[src/rtl/au_bcd_unit.sv]
// Calculator arithmetic unit: operand registers A/B, add/subtract result R, and a
// sequential double-dabble converter that feeds BCD digits and a sign to the display.
module au_bcd_unit #(
  parameter int DW = 8,
  parameter int ND = 3
) (
  input  logic            clk,
  input  logic            rst,
  input  logic            Reset,
  input  logic            LoadA,
  input  logic            LoadB,
  input  logic            LoadR,
  input  logic            AS,
  input  logic            IUAU,
  input  logic [DW-1:0]   din,
  output logic [4*ND-1:0] digits,
  output logic            neg,
  output logic [DW:0]     r_bin,
  output logic            busy,
  output logic            done
);

  localparam int W  = DW + 1;
  localparam int SW = 4 * ND + W;
  localparam int CW = $clog2(W + 1);

  typedef enum logic [1:0] {IDLE, LOAD, SHIFT} state_t;

  state_t          state, stateNext;
  logic [DW-1:0]   a, b, lastDin;
  logic [DW:0]     r, srcVal, pendVal, rCalc, reqVal;
  logic            srcNeg, pendNeg, pendValid, pendIsR, negCalc, reqNeg;
  logic [SW-1:0]   shreg, shAdj, shNext;
  logic [CW-1:0]   cnt;
  logic            reqR, reqD, req, lastShift;
  logic            startNew, startPend, toPend, keepPend;

  // Result of the operation on the pre-edge operands, and the start requests it can raise
  always_comb begin
    rCalc   = {1'b0, a} + {1'b0, b};
    negCalc = 1'b0;
    if (AS) begin
      negCalc = (a < b);
      rCalc   = (a < b) ? {1'b0, b - a} : {1'b0, a - b};
    end
    reqR      = LoadR;
    reqD      = IUAU && (din != lastDin) && !LoadR;
    req       = reqR || reqD;
    reqVal    = reqR ? rCalc : {1'b0, din};
    reqNeg    = reqR ? negCalc : 1'b0;
    lastShift = (state == SHIFT) && (cnt == CW'(W - 1));
  end

  // Double-dabble step: add 3 to every digit >= 5, then shift left one bit
  always_comb begin
    shAdj = shreg;
    for (int i = 0; i < ND; i++) begin
      if (shreg[W+4*i +: 4] >= 4'd5)
        shAdj[W+4*i +: 4] = shreg[W+4*i +: 4] + 4'd3;
    end
    shNext = {shAdj[SW-2:0], 1'b0};
  end

  // Next state; a waiting pending request always starts before a fresh one
  always_comb begin
    stateNext = state;
    startNew  = 1'b0;
    startPend = 1'b0;
    case (state)
      IDLE: begin
        if (pendValid) begin
          startPend = 1'b1;
          stateNext = LOAD;
        end else if (req) begin
          startNew  = 1'b1;
          stateNext = LOAD;
        end
      end
      LOAD:    stateNext = SHIFT;
      SHIFT:   if (lastShift) stateNext = IDLE;
      default: stateNext = IDLE;
    endcase
    if (Reset) stateNext = IDLE;
    toPend   = req && !startNew;
    keepPend = pendValid && pendIsR && !reqR && !startPend;
  end

  always_ff @(posedge clk or negedge rst) begin
    if (!rst) state <= IDLE;
    else      state <= stateNext;
  end

  always_ff @(posedge clk or negedge rst) begin
    if (!rst) begin
      a <= '0; b <= '0; r <= '0; lastDin <= '0;
      srcVal <= '0; srcNeg <= 1'b0;
      pendValid <= 1'b0; pendIsR <= 1'b0; pendVal <= '0; pendNeg <= 1'b0;
      shreg <= '0; cnt <= '0;
      digits <= '0; neg <= 1'b0; done <= 1'b0;
    end else if (Reset) begin
      a <= '0; b <= '0; r <= '0; lastDin <= '0;
      srcVal <= '0; srcNeg <= 1'b0;
      pendValid <= 1'b0; pendIsR <= 1'b0; pendVal <= '0; pendNeg <= 1'b0;
      shreg <= '0; cnt <= '0;
      digits <= '0; neg <= 1'b0; done <= 1'b0;
    end else begin
      done <= 1'b0;
      if (LoadA) a <= din;
      if (LoadB) b <= din;
      if (LoadR) r <= rCalc;
      if (reqD)  lastDin <= din;

      if (startNew) begin
        srcVal <= reqVal;
        srcNeg <= reqNeg;
      end else if (startPend) begin
        srcVal <= pendVal;
        srcNeg <= pendNeg;
      end

      // A pending LoadR is only displaced by a newer LoadR
      if (toPend && !keepPend) begin
        pendValid <= 1'b1;
        pendIsR   <= reqR;
        pendVal   <= reqVal;
        pendNeg   <= reqNeg;
      end else if (startPend) begin
        pendValid <= 1'b0;
      end

      if (state == LOAD) begin
        shreg <= {{(4*ND){1'b0}}, srcVal};
        cnt   <= '0;
      end else if (state == SHIFT) begin
        shreg <= shNext;
        cnt   <= cnt + CW'(1);
        if (lastShift) begin
          digits <= shNext[SW-1 -: 4*ND];
          neg    <= srcNeg;
          done   <= 1'b1;
        end
      end
    end
  end

  assign busy  = (state != IDLE);
  assign r_bin = r;

endmodule
[config.mk]
export PLATFORM = sky130hd
export DESIGN_NAME = au_bcd_unit
export DESIGN_NICKNAME = d
export VERILOG_FILES = /design/src/rtl/au_bcd_unit.sv
export SDC_FILE = /design/constraint.sdc
export NUM_CORES = 1
export LEC_CHECK = 0
export ABC_CLOCK_PERIOD_IN_PS = 7900
export CAP_MARGIN = 20
export CORE_MARGIN = 4
export CORE_UTILIZATION = 64
export DETAILED_ROUTE_END_ITERATION = 16
export HOLD_SLACK_MARGIN = 0.08
export PLACE_DENSITY = 0.94
export RECOVER_POWER = 100
export SLEW_MARGIN = 25
export SYNTH_ARGS = -nofsm -noshare
export SYNTH_HDL_FRONTEND = slang
export SYNTH_SLANG_ARGS = --single-unit
export TNS_END_PERCENT = 100
[constraint.sdc]
create_clock -name clk -period 7.9 [get_ports clk]
set_input_delay 1.58 -clock clk [delete_from_list [all_inputs] [get_ports clk]]
set_output_delay 1.58 -clock clk [all_outputs]
set_load 0.05 [all_outputs]
==> metrics list <==
* Run status: finished with violations
* Violations in the final reports: capacitance limit, slew limit
- Number of vias in the routed layout: approximately 5200
- After clock tree synthesis, the repair step resized 0 gates.
- Input and output buffers added on the ports amount to 39.
- The region available for standard cell placement spans about 8800 um2.
- Average size of a mapped cell: slightly above 9 um2
- In the final layout, the multi-input gates occupy about 3200 um2.
- Net total in the final layout: around 700
* Overall die height: between 100 and 150 um
- Number of buffers inserted during clock tree synthesis: 9
- The initial utilization of the core area, before any placement, comes to 66.8%.
* Root Buffer Master: sky130_fd_sc_hd__clkbuf_8
- RSZ-0062 raised after global routing: false
* Post-synthesis to final-layout area growth: 9.56%
- Transition time of the tightest slew-check pin: around 2.8 ns
- Worst supply voltage drop on vdd: just under 90 uV
- Final sum of negative setup slack: 0 ns
- Maximum fanout encountered on the critical timing path: 67
* Number of fillers in the final layout: 669
* Worst path required time: 8.19 ns
- The count of nets left with antenna violations once routing finished came out at 0.
* Number of synthesized flops with an enable pin: 0
* Top-Level Pins: 40
- Vias per std cell: 6.66
* Post-Place Cell Area: between 6000 and 7000 um2
- Summing every instance area after synthesis gives just under 6000 um2.
- The number of buffers and inverters on the critical path is 2.
* Post-synth cell types: 67
* First-pass GRT wire length: 26.0 mm
* Post-Place Worst Slack: between 3 and 4 ns
* Number of buffers inserted for hold repair after clock tree synthesis: 0
- Final setup vio count: 0
- For this run, the top clock speed supported by timing is 190 MHz.
- The hold violation count in the final report is 0.
- The clock passes through at most 2 buffers.
- Count of maximum capacitance violations: 2
* Number of storage elements in the synthesis netlist: 96
* Peak per-stage delay on the critical path: around 2 ns
- Diodes inserted: 0
* Instance count of the mapped netlist: around 650
- Counting flops with an async set or reset pin after synthesis yields a share of 100%.
- The finished cells cover between 6000 and 7000 um2.
- Global routing used 29.1% of the available tracks across all layers.
* Number of max-slew violations in the final report: slightly below 80
* Remaining Overflow, GRT: 0
- In the final layout, flip-flops and latches occupy 2400 um2.
* Minimum clock period: around 5.3 ns
* Antenna violations before repair: 0
* Count of placed standard cells including taps: approximately 760
* Net count after synthesis: approximately 700
- Most common cell after layout, fill and taps aside: sky130_fd_sc_hd__dfrtp_1
- The floorplan step defined a die boundary enclosing between 10000 and 15000 um2.
- Yosys printed 0 warnings.
- The clock arrives with between 0.015 and 0.02 ns of skew.
- For this block, the routed nets add up to roughly 15 mm of wire.
* WL/cell: around 20 um
- For this run, the register share of the synthesized area comes to about two fifths.
- CTS H-tree lvls: 3
* Min-Delay Path Class: flop to flop
- Routability-driven placement finished with a final weighted congestion of ~0.95.
- Number of remaining DRC errors: 0
* Die X-Extent: 104 um
* CP endpoint kind: flop
* Final period utilization: 66.7%
- Dividing total power by cell area gives a power density of 177 nW/um2.
- For this design the static power due to leakage is approximately 0.0030 uW.
- First DRT Iteration DRCs: approximately 610
* Cell chain of the critical path: buf_2 -> clkbuf_1 -> nor2_1 -> a21oi_1 -> o41ai_1 -> or2_2 -> o31ai_1
* Half-perimeter wire length after placement: approximately 11 mm
- Cell at the slowest stage of the critical path: sky130_fd_sc_hd__clkbuf_1
- Arr. time, crit path: approximately 5.6 ns
* Category of the critical setup timing path: primary input to flop
- Main synth FF type: sky130_fd_sc_hd__dfrtp_1
* Top delay family on crit path: buffers and inverters
- Postcts setup bufs: 0
- The first detailed-routing pass took 5 iterations.
* Commonest cells after routing, fill and taps aside: 96 x sky130_fd_sc_hd__dfrtp_1, 65 x sky130_fd_sc_hd__nor2_1, 46 x sky130_fd_sc_hd__nand2_1
- Clock slew seen by the registers of the worst setup and hold paths: approximately 0.11 ns
- Startpoint class of the critical path: primary input
- Clock sinks: 96
* Maximum number of pins on one net before global-route repair: 75
* Worst max-slew margin expressed relative to the limit: -86.5%
- Source-to-sink clock delay at the later pin of the worst-skew pair: around 0.38 ns
* Total number of placement rows: 34
- Clock tree from TritonCTS: yes
- The design draws 1150 uW.
- Via count of the first global-routing pass: between 5000 and 6000
- Layout cell share with drive strength beyond 1: under 10%
- The finished layout holds 775 standard cells, fillers aside.
* Final setup margin: 2.63 ns
[flip-flops by register name, indices dropped and copies added, names as in the netlist]
register	count
a	8
b	8
cnt	4
digits	12
done	1
lastDin	8
neg	1
pendIsR	1
pendNeg	1
pendVal	9
pendValid	1
r_bin	9
shreg	21
srcNeg	1
srcVal	9
state	2
[metal layers]
metal	global-route usage, %	up-vias	part of all wire, %
met5	0	-	0
met4	12.9	0	4.1
met3	4.28	67	6.6
met2	48.6	280	49
met1	37.7	2455	40
li1	-	2356	-
[Yosys cell counts, types with 5 or more instances]
master	count	share of area, %
sky130_fd_sc_hd__a211oi_1	23	2.9
sky130_fd_sc_hd__a21oi_1	42	3.6
sky130_fd_sc_hd__a22o_1	16	2.4
sky130_fd_sc_hd__a22oi_1	9	1.1
sky130_fd_sc_hd__buf_2	6	0.51
sky130_fd_sc_hd__clkbuf_1	29	1.8
sky130_fd_sc_hd__dfrtp_1	96	41
sky130_fd_sc_hd__ha_1	32	6.8
sky130_fd_sc_hd__inv_1	37	2.3
sky130_fd_sc_hd__mux2i_1	32	5.4
sky130_fd_sc_hd__nand2_1	46	2.9
sky130_fd_sc_hd__nand2b_1	7	0.74
sky130_fd_sc_hd__nand3_1	10	0.85
sky130_fd_sc_hd__nor2_1	65	4.1
sky130_fd_sc_hd__nor2b_1	17	1.8
sky130_fd_sc_hd__nor3_1	18	1.5
sky130_fd_sc_hd__nor3b_1	7	0.89
sky130_fd_sc_hd__o2111ai_1	5	0.74
sky130_fd_sc_hd__o211ai_1	5	0.63
sky130_fd_sc_hd__o21ai_0	31	2.6
sky130_fd_sc_hd__o21ai_1	7	0.59
sky130_fd_sc_hd__or3_1	6	0.63
sky130_fd_sc_hd__xor2_1	11	1.6
[final timing paths]
| path | endpoint | from | slack (ns) | cells past startpoint |
|---|---|---|---|---|
| max in group asynchronous | digits[8] | rst | 4.83 | 2 |
| min | digits[4] | digits[4] | 0.49 | 2 |
| min in group asynchronous | a[7] | rst | 1.49 | 1 |
| min reg2reg | digits[4] | digits[4] | 0.49 | 2 |
| max | srcVal[2] | Reset | 2.63 | 7 |
| max reg2reg | pendVal[6] | a[5] | 4.45 | 8 |
[power breakdown]
| group | switching (uW) | leakage [uW] | internal [uW] |
|---|---|---|---|
| logic | 180 | 0.00159 | 92.8 |
| clock network | 199 | 0.0000955 | 123 |
| registers | 30.2 | 0.00130 | 520 |
| total | 410 | 0.00299 | 736 |
[worst reg2reg max path: stages, from the launching register on]
cell and delay, ns:
sky130_fd_sc_hd__dfrtp_1 0.42, sky130_fd_sc_hd__inv_1 0.08, sky130_fd_sc_hd__ha_1 0.62, sky130_fd_sc_hd__a21oi_1 0.16
sky130_fd_sc_hd__o21ai_1 0.82, sky130_fd_sc_hd__nor2_2 0.26, sky130_fd_sc_hd__and4_1 0.27, sky130_fd_sc_hd__a311o_1 0.35
sky130_fd_sc_hd__o41ai_1 0.36
[stage by stage]
stage	hold slack [ns]	util, %
CTS	0.497	73.5
floorplan	0.449	-
finish	0.489	73.2
global placement	0.462	71.3
detailed placement	0.473	71.3
global route	0.526	73.2
[final cells by class]
class / instances / share of cell area (%)
Clock inverter: 7 / 1.08
Tap cell: 108 / 2.09
Timing Repair Buffer: 43 / 6.20
Sequential cell: 96 / 37.1
Clock buffer: 9 / 1.91
Multi-Input combinational cell: 472 / 49.3
Inverter: 40 / 2.32
[cell families (layout without fill, tap and decap cells)]
kind of cell / Yosys count / count (layout) / synth area share (%)
flip-flops: 96 / 96 / 40.6
AO/OA/AOI/OAI: 191 / 191 / 22.5
XOR/XNOR: 14 / 14 / 2.07
AND/OR/NAND/NOR: 200 / 200 / 16.5
adder cells (fa/ha/maj): 35 / 35 / 7.79
multiplexers: 32 / 32 / 5.42
buffers and inverters: 78 / 99 / 5.08
(Power assumes the default switching activity.)
